--- config.mk ---
export PLATFORM = sky130hd
export DESIGN_NAME = smbs_ctrl
export DESIGN_NICKNAME = d
export VERILOG_FILES = /design/src/rtl/smbs_pkg.sv /design/src/rtl/smbs_shift_cnt.sv /design/src/rtl/smbs_ctrl.sv
export SDC_FILE = /design/constraint.sdc
export NUM_CORES = 1
export LEC_CHECK = 0
export ABC_AREA = 1
export CAP_MARGIN = 20
export CORE_MARGIN = 4
export CORE_UTILIZATION = 42
export CTS_CLUSTER_DIAMETER = 200
export DETAILED_ROUTE_END_ITERATION = 7
export GPL_TIMING_DRIVEN = 0
export PLACE_DENSITY_LB_ADDON = 0.2
export SLEW_MARGIN = 15
export SYNTH_ARGS = -nofsm -noshare
export SYNTH_HDL_FRONTEND = slang
export SYNTH_SLANG_ARGS = --single-unit
--- constraint.sdc ---
create_clock -name clk -period 1.4 [get_ports clk]
set_input_delay 0.35 -clock clk [delete_from_list [all_inputs] [get_ports clk]]
set_output_delay 0.35 -clock clk [all_outputs]
set_load 0.02 [all_outputs]
--- src/rtl/smbs_pkg.sv ---
// Shared types and constants for the serial-message bus switch frame decoder.
// Holds the FSM state enum and the fixed header field widths.
package smbs_pkg;

    typedef enum logic [2:0] {
        IDLE    = 3'd0,
        PORT    = 3'd1,
        LINE    = 3'd2,
        LEN     = 3'd3,
        PAYLOAD = 3'd4,
        DONE    = 3'd5
    } smbs_state_t;

    localparam int   PORT_W    = 2;
    localparam int   LINE_W    = 2;
    localparam int   NUM_PORTS = 4;
    localparam logic START_BIT = 1'b1;

endpackage

--- src/rtl/smbs_shift_cnt.sv ---
// Generic MSB-first header field shifter with its own bit counter.
// Ports: clk, rst (async high), en (consume a bit), bit_in,
//        value (assembled field), last (en on the field's final bit).
module smbs_shift_cnt #(
    parameter int W = 2
) (
    input  logic         clk,
    input  logic         rst,
    input  logic         en,
    input  logic         bit_in,
    output logic [W-1:0] value,
    output logic         last
);

    localparam int CW = (W > 1) ? $clog2(W) : 1;

    logic [CW-1:0] cnt;

    assign last = en && (cnt == CW'(W - 1));

    // The counter self-clears on the final bit, so it is always zero
    // when the owning state is next entered.
    always_ff @(posedge clk or posedge rst) begin
        if (rst) begin
            value <= '0;
            cnt   <= '0;
        end else if (en) begin
            value <= (value << 1) | W'(bit_in);
            cnt   <= last ? '0 : cnt + 1'b1;
        end
    end

endmodule

--- src/rtl/smbs_ctrl.sv ---
// Serial frame decoder in front of the bus switch: parses start/port/line/len
// and steers exactly len payload bits to the switch with stable selects.
// Ports: clk, rst (async high), serIn, serValid in; serOut, P_select,
//        L_select, outValid, done, busy out.
module smbs_ctrl
    import smbs_pkg::*;
#(
    parameter int LEN_W = 4
) (
    input  logic                 clk,
    input  logic                 rst,
    input  logic                 serIn,
    input  logic                 serValid,
    output logic                 serOut,
    output logic [NUM_PORTS-1:0] P_select,
    output logic [LINE_W-1:0]    L_select,
    output logic                 outValid,
    output logic                 done,
    output logic                 busy
);

    smbs_state_t state, state_next;

    logic [PORT_W-1:0] port_q;
    logic [LINE_W-1:0] line_q;
    logic [LEN_W-1:0]  len_q;
    logic [LEN_W-1:0]  len_nxt;
    logic [LEN_W-1:0]  pay_cnt;
    logic              port_last, line_last, len_last;
    logic              port_en, line_en, len_en;
    logic              pay_take;

    assign port_en  = (state == PORT) && serValid;
    assign line_en  = (state == LINE) && serValid;
    assign len_en   = (state == LEN) && serValid;
    assign pay_take = (state == PAYLOAD) && serValid;

    // Length value including the bit being consumed this cycle.
    assign len_nxt  = (len_q << 1) | LEN_W'(serIn);

    smbs_shift_cnt #(.W(PORT_W)) u_port (
        .clk    (clk),
        .rst    (rst),
        .en     (port_en),
        .bit_in (serIn),
        .value  (port_q),
        .last   (port_last)
    );

    smbs_shift_cnt #(.W(LINE_W)) u_line (
        .clk    (clk),
        .rst    (rst),
        .en     (line_en),
        .bit_in (serIn),
        .value  (line_q),
        .last   (line_last)
    );

    smbs_shift_cnt #(.W(LEN_W)) u_len (
        .clk    (clk),
        .rst    (rst),
        .en     (len_en),
        .bit_in (serIn),
        .value  (len_q),
        .last   (len_last)
    );

    always_ff @(posedge clk or posedge rst) begin
        if (rst) begin
            state <= IDLE;
        end else begin
            state <= state_next;
        end
    end

    always_ff @(posedge clk or posedge rst) begin
        if (rst) begin
            pay_cnt <= '0;
        end else if (len_last) begin
            pay_cnt <= len_nxt;
        end else if (pay_take) begin
            pay_cnt <= pay_cnt - 1'b1;
        end
    end

    always_comb begin
        state_next = state;
        unique case (state)
            IDLE: begin
                if (serValid && (serIn == START_BIT)) begin
                    state_next = PORT;
                end
            end
            PORT: begin
                if (port_last) begin
                    state_next = LINE;
                end
            end
            LINE: begin
                if (line_last) begin
                    state_next = LEN;
                end
            end
            LEN: begin
                if (len_last) begin
                    state_next = (len_nxt != '0) ? PAYLOAD : DONE;
                end
            end
            PAYLOAD: begin
                if (pay_take && (pay_cnt == LEN_W'(1))) begin
                    state_next = DONE;
                end
            end
            DONE:    state_next = IDLE;
            default: state_next = IDLE;
        endcase
    end

    // Selects decode only the registered state and fields, so they are
    // glitch-free; serOut/outValid are a deliberate same-cycle path.
    always_comb begin
        serOut   = 1'b0;
        outValid = 1'b0;
        P_select = '0;
        L_select = '0;
        done     = (state == DONE);
        busy     = (state != IDLE);
        if (state == PAYLOAD) begin
            P_select[port_q] = 1'b1;
            L_select         = line_q;
            outValid         = serValid;
            serOut           = serValid && serIn;
        end
    end

endmodule

After elaboration in Yosys (flattened, before gate mapping):

Index checks and enable logic that the tools add are counted.

* bits of input ports: 4
* register bits after elaboration: 18
* word-level logic and storage cells: 62
* ROM bits: 0
* output and inout bits: 10
* latch bits: 0
* memories kept: 0
* bits in writable memories: 0

* bitwise gates (word level): 3
* reduce and logical (&&, ||, !) cells: 15
* add/sub/neg operators: 4
* divide/modulo/power cells: 0
* muxes and demuxes: 18
* $mul: 0
* order comparisons: 2
* equality and inequality tests: 12
* shift-type cells: 0

Operators by type and width (count)
* $mux W3: 5
* $pmux W3 S5: 1
* $mux W4: 3
* $logic_and A1 B1 Y1: 10
* $eq A3 B2 Y1 const B: 2
* $eq A3 B3 Y1 const B: 2
* $mux W1: 6
* $ne A2 B1 Y1 const B: 3
* $reduce_and A5 Y1: 1
* $eq A4 B1 Y1 const B: 1
* $mux W2: 2
* $ne A2 B2 Y1 const B: 2
* $or A2 B1 Y2: 2
* $or A4 B1 Y4: 1
* $reduce_bool A4 Y1: 1
* $sub A4 B1 Y4 const B: 1
* $eq A3 B1 Y1 const B: 1
* $logic_not A3 Y1: 1
* $lt A2 B3 Y1 const B: 1
* $reduce_bool A3 Y1: 1
* $add A1 B1 Y1 const B: 2
* $add A2 B1 Y2 const B: 1
* $demux W1 S2: 1
* $eq A2 B2 Y1 const B: 1
* 2 further kinds: 2

Depth between registers and ports, before layout:

* depth in word-level cells: 5
* mapped depth: 10
* gate-level depth less buffers: 10

By module:

A second synthesis with hierarchy kept.

* cells, all modules: 168
* area, all modules: 1129.8 sq um

By module, submodules not included
* smbs_ctrl: cells each 103, instances 1, area each 616.8 sq um, seq. area each 175.2 sq um
* smbs_shift_cnt at u_len: cells each 31, instances 1, area each 257.7 sq um, seq. area each 150.1 sq um
* smbs_shift_cnt at u_line ...: cells each 17, instances 2, area each 127.6 sq um, seq. area each 75.1 sq um

Least setup slack after synthesis:

No wires, ideal clock.

* path kind: register to output
* from: register state[0]
* to: output port P_select[0]
* path buffers: 1
* slack: -262 ps
* stages on the path, launching flop included: 5
* arrival time: 1312 ps
* data required time: 1050 ps
* path through: dfrtp_1 buf_6 nor2_1 nand2_1 nor3_1

* longest elaborated chain between the ends: 2

RTL lines
* from (decl): RTL line smbs_ctrl.sv:22 `smbs_state_t state, state_next;`
* from (signal assigned): RTL line smbs_ctrl.sv:72 `state <= state_next;`
* $eq A3 B3 Y1: RTL line smbs_ctrl.sv:128 `if (state == PAYLOAD) begin`
* $mux W4: RTL line smbs_ctrl.sv:128
* to (decl): RTL line smbs_ctrl.sv:15 `output logic [NUM_PORTS-1:0] P_select,`

No other way between the ends.

Worst setup path after layout:

* from: register state[1]
* to: output port P_select[2]

Same word-level chain as after synthesis.

==> results summary <==
The run finished, with violations left. The final reports fail on setup timing. Of all cell types, the one taking the most synthesized area is sky130_fd_sc_hd__dfrtp_1. The summed instance area of the synthesized netlist is 1070 µm². After synthesis, the cell types taking the most area are sky130_fd_sc_hd__dfrtp_1 (42%), sky130_fd_sc_hd__nand2_1 (12%), sky130_fd_sc_hd__nand3_1 (6.1%).

The most common cell after layout, fill and taps aside is sky130_fd_sc_hd__nand2_1. For this block, the routed nets add up to 2.31 mm of wire. The data required time of the critical path came out at 1.05 ns. In the routed design, unresolved DRC markers number 0. The number of sinks handled by clock tree synthesis is 18. The max-slew violation count was 0. The CTS tree is built. The count of state elements after synthesis came out at 18. The share of the cycle needed by the critical path after routing came out at 1.21. The final count of negative-setup-slack endpoints came out at 10. The number of antenna cells inserted came out at 0. The combined buffer and inverter count along the critical path came out at 1. Setup repair after global routing could not meet its margin everywhere. The detailed-placement wirelength estimate is 1.66 mm. The maximum clock skew at final layout came out at 0.00797 ns.

The post-layout minimum cycle time is 1.70 ns. Of all nets on the critical path, the largest fanout is 8. The final routed wire length divided by cell count came out at 12.0 µm. The maximum root-to-sink buffer count came out at 2. Traced cell by cell, the critical path runs through nor2_4 -> nand2_4 -> nor3_4 -> buf_6. The width of the chip is 58.5 µm. Leaving out fill and tap cells, the most frequent cells in the layout are sky130_fd_sc_hd__nand2_1 (32), sky130_fd_sc_hd__dfrtp_1 (16), sky130_fd_sc_hd__inv_1 (15). In this run, CTS created clock tree buffers numbering 3. On the critical path the largest part of the delay comes from flip-flops. Data on the critical path arrives at its endpoint at 1.35 ns. The initial antenna violation count was 0.

The residual antenna-violating net count after detailed routing came out at 0. The synthesized instance count is 136. The count of routing violations after the opening detailed-route iteration came out at 31. After floorplanning, the core was divided into 18 placement rows. The area added between synthesis and finish came out at 33.1%. For the final routed database, the setup TNS stands at -2.50 ns.

The worst setup path is captured at a primary output. The total power draw is 2.71 mW. The placed instance count is 178. Timing analysis after detailed placement gives a worst setup slack of -0.747 ns. The final critical-path setup slack is -0.297 ns. The net count of the finished layout came out at 170. The slew of the pin with the lowest slew margin came out at 0.691 ns. The CTS H-tree depth is 1. The post-synthesis net count is 143. The power density over cell area is 1910 nW/µm². For this design, the slowest cell found on the critical path is sky130_fd_sc_hd__dfrtp_2. The hold violation total from the final report was 0. The clock insertion delay at the later pin of the skew report came out at 0.29 ns. The via count normalized by instance count is 4.99. The final global-route overflow total came out at 0. The max-capacitance violation count is 0. The count of input and output buffers came out at 12.

The leakage power came out at 0.714 nW. The final-layout fill cell count came out at 212. The last weighted congestion value of the routability-driven placer came out at 0.824. The area of the core region came out at 2450 µm². In this run the mean area of a mapped cell was 7.87 µm². The min-delay analysis places its worst path in the category in2async.

The critical path in this run is classified as reg2out. Of the post-synthesis cell area, the dominant cell type holds 0.421. The length of the first detailed-routing pass in iterations is 4. The vertical die dimension came out at 58.5 µm.

The effective utilization at floorplan is 0.436. The via count of the first global-routing pass was 986. The number of unique standard cell types used by synthesis came out at 23. The number of standard cells in the layout, taps in and fillers out came out at 192. The pin count of the biggest net entering global routing is 19. The maximum clock frequency is 589 MHz. The critical path's largest stage delay came out at 0.48 ns. The core utilization of the finished layout is 0.580.

Clock-pin slew was measured on the worst setup and hold paths at 0.11 ns. The worst setup path is launched from a flop. The detailed router placed 959 vias in this run.

CTS placed an instance of sky130_fd_sc_hd__clkbuf_4 at the clock tree root. The number of synthesis warnings came out at 0. The die covers 3420 µm². The global-route usage over all layers is 0.151. During I/O placement, the number of pins put on the boundary was 14. IR analysis of the VDD net gives a maximum drop of 0.936 mV. The total of hold buffers inserted after clock tree synthesis is 0. The sequential area share after synthesis came out at 0.421. In the final layout, the share of cells above drive strength 1 is 0.327. The worst pin sits at a relative slew slack of 0.539. The first global-routing pass estimated 4.04 mm of wire.
[worst paths after layout]
check	start	cells past startpoint	endpoint	slack, ns
setup / recovery	state[1]$_DFFE_PP0P_	4	P_select[2]	-0.30
hold reg to reg	u_port.cnt$_DFFE_PP0N_	1	u_port.cnt$_DFFE_PP0N_	0.49
hold / removal	rst	2	u_len.value[0]$_DFFE_PP0P_	0.45
max in group asynchronous	rst	2	state[2]$_DFFE_PP0P_	0.46
min in group clk	serValid	3	u_line.cnt$_DFFE_PP0N_	0.49
setup reg to reg	state[1]$_DFFE_PP0P_	7	pay_cnt[1]$_DFFE_PP0P_	0.06
[kinds of logic (layout without fill, tap and decap cells)]
family	count (synthesis)	in the layout	share of synthesized area
xor+xnor	4	4	0.0328
buf+inv	22	48	0.0877
fa+ha+maj	3	3	0.0351
simple gates	72	72	0.340
flops	18	18	0.421
compound gates	17	17	0.0830
[worst register-to-register path: stages (launching register included)]
cell                      delay (ns)
sky130_fd_sc_hd__dfrtp_2        0.48
sky130_fd_sc_hd__inv_4          0.10
sky130_fd_sc_hd__nand2_1        0.06
sky130_fd_sc_hd__nor2_2         0.11
sky130_fd_sc_hd__nand2_2        0.08
sky130_fd_sc_hd__buf_4          0.14
sky130_fd_sc_hd__or2_0          0.21
sky130_fd_sc_hd__nand3_1        0.09
[layout make-up]
type / instances / area (µm²) / share of cell area
Multi-Input combinational cell: 96 / 598 / 0.420
Sequential cell: 18 / 453 / 0.318
Inverter: 20 / 80.1 / 0.0562
Timing Repair Buffer: 22 / 200 / 0.141
Tap cell: 30 / 37.5 / 0.0264
Buffer: 2 / 18.8 / 0.0132
Clock buffer: 4 / 36.3 / 0.0255
[power breakdown]
group	leakage (nW)	switching, mW	internal, mW
logic	0.474	0.823	0.573
registers	0.219	0.230	0.766
clock network	0.0210	0.163	0.158
[sequential cells by signal, indices dropped and copies added, names as in the netlist]
register	count
u_line.cnt	1
u_port.cnt	1
state	3
u_len.value	3
u_len.cnt	2
u_line.value	2
pay_cnt	4
u_port.value	2
[Yosys cell counts]
master                    instances
sky130_fd_sc_hd__a21oi_2          1
sky130_fd_sc_hd__xor2_1           2
sky130_fd_sc_hd__nor2_4           3
sky130_fd_sc_hd__xnor2_1          2
sky130_fd_sc_hd__nand3_1         13
sky130_fd_sc_hd__buf_6            1
sky130_fd_sc_hd__nand2_1         33
sky130_fd_sc_hd__inv_2            3
sky130_fd_sc_hd__nand4_1          1
sky130_fd_sc_hd__nand3_4          1
sky130_fd_sc_hd__inv_1           17
sky130_fd_sc_hd__or2_0            1
sky130_fd_sc_hd__nor3_1           5
sky130_fd_sc_hd__nor2_1          10
sky130_fd_sc_hd__nor2_2           2
sky130_fd_sc_hd__dfrtp_1         18
sky130_fd_sc_hd__buf_4            1
sky130_fd_sc_hd__o21ai_0         13
sky130_fd_sc_hd__ha_1             3
sky130_fd_sc_hd__nand3_2          1
sky130_fd_sc_hd__nor2_8           1
sky130_fd_sc_hd__nand2_2          1
sky130_fd_sc_hd__a21oi_1          3
[layer usage]
metal | up-vias | part of all wire | global-route usage
li1 | 486 | - | -
met1 | 443 | 0.46 | 0.188
met5 | - | 0 | 0
met2 | 26 | 0.49 | 0.250
met4 | 0 | 0.011 | 0.0596
met3 | 4 | 0.042 | 0.0373
[repair_timing]
item                                    CTS  global route
resized for setup                        63             5
gates cloned                              0             0
pin swaps                                 5             8
setup buffers                             8             3
endpoints found under the setup margin   10            14
[per-stage QoR]
stage,hold slack (ns),instance area (µm²)
after floorplan,0.289,1140
after global placement,0.467,1290
after detailed placement,0.474,1290
after CTS,0.481,1400
after global routing,0.512,1420
final,0.453,1420
No activity file was read; power rests on OpenSTA's default activity.
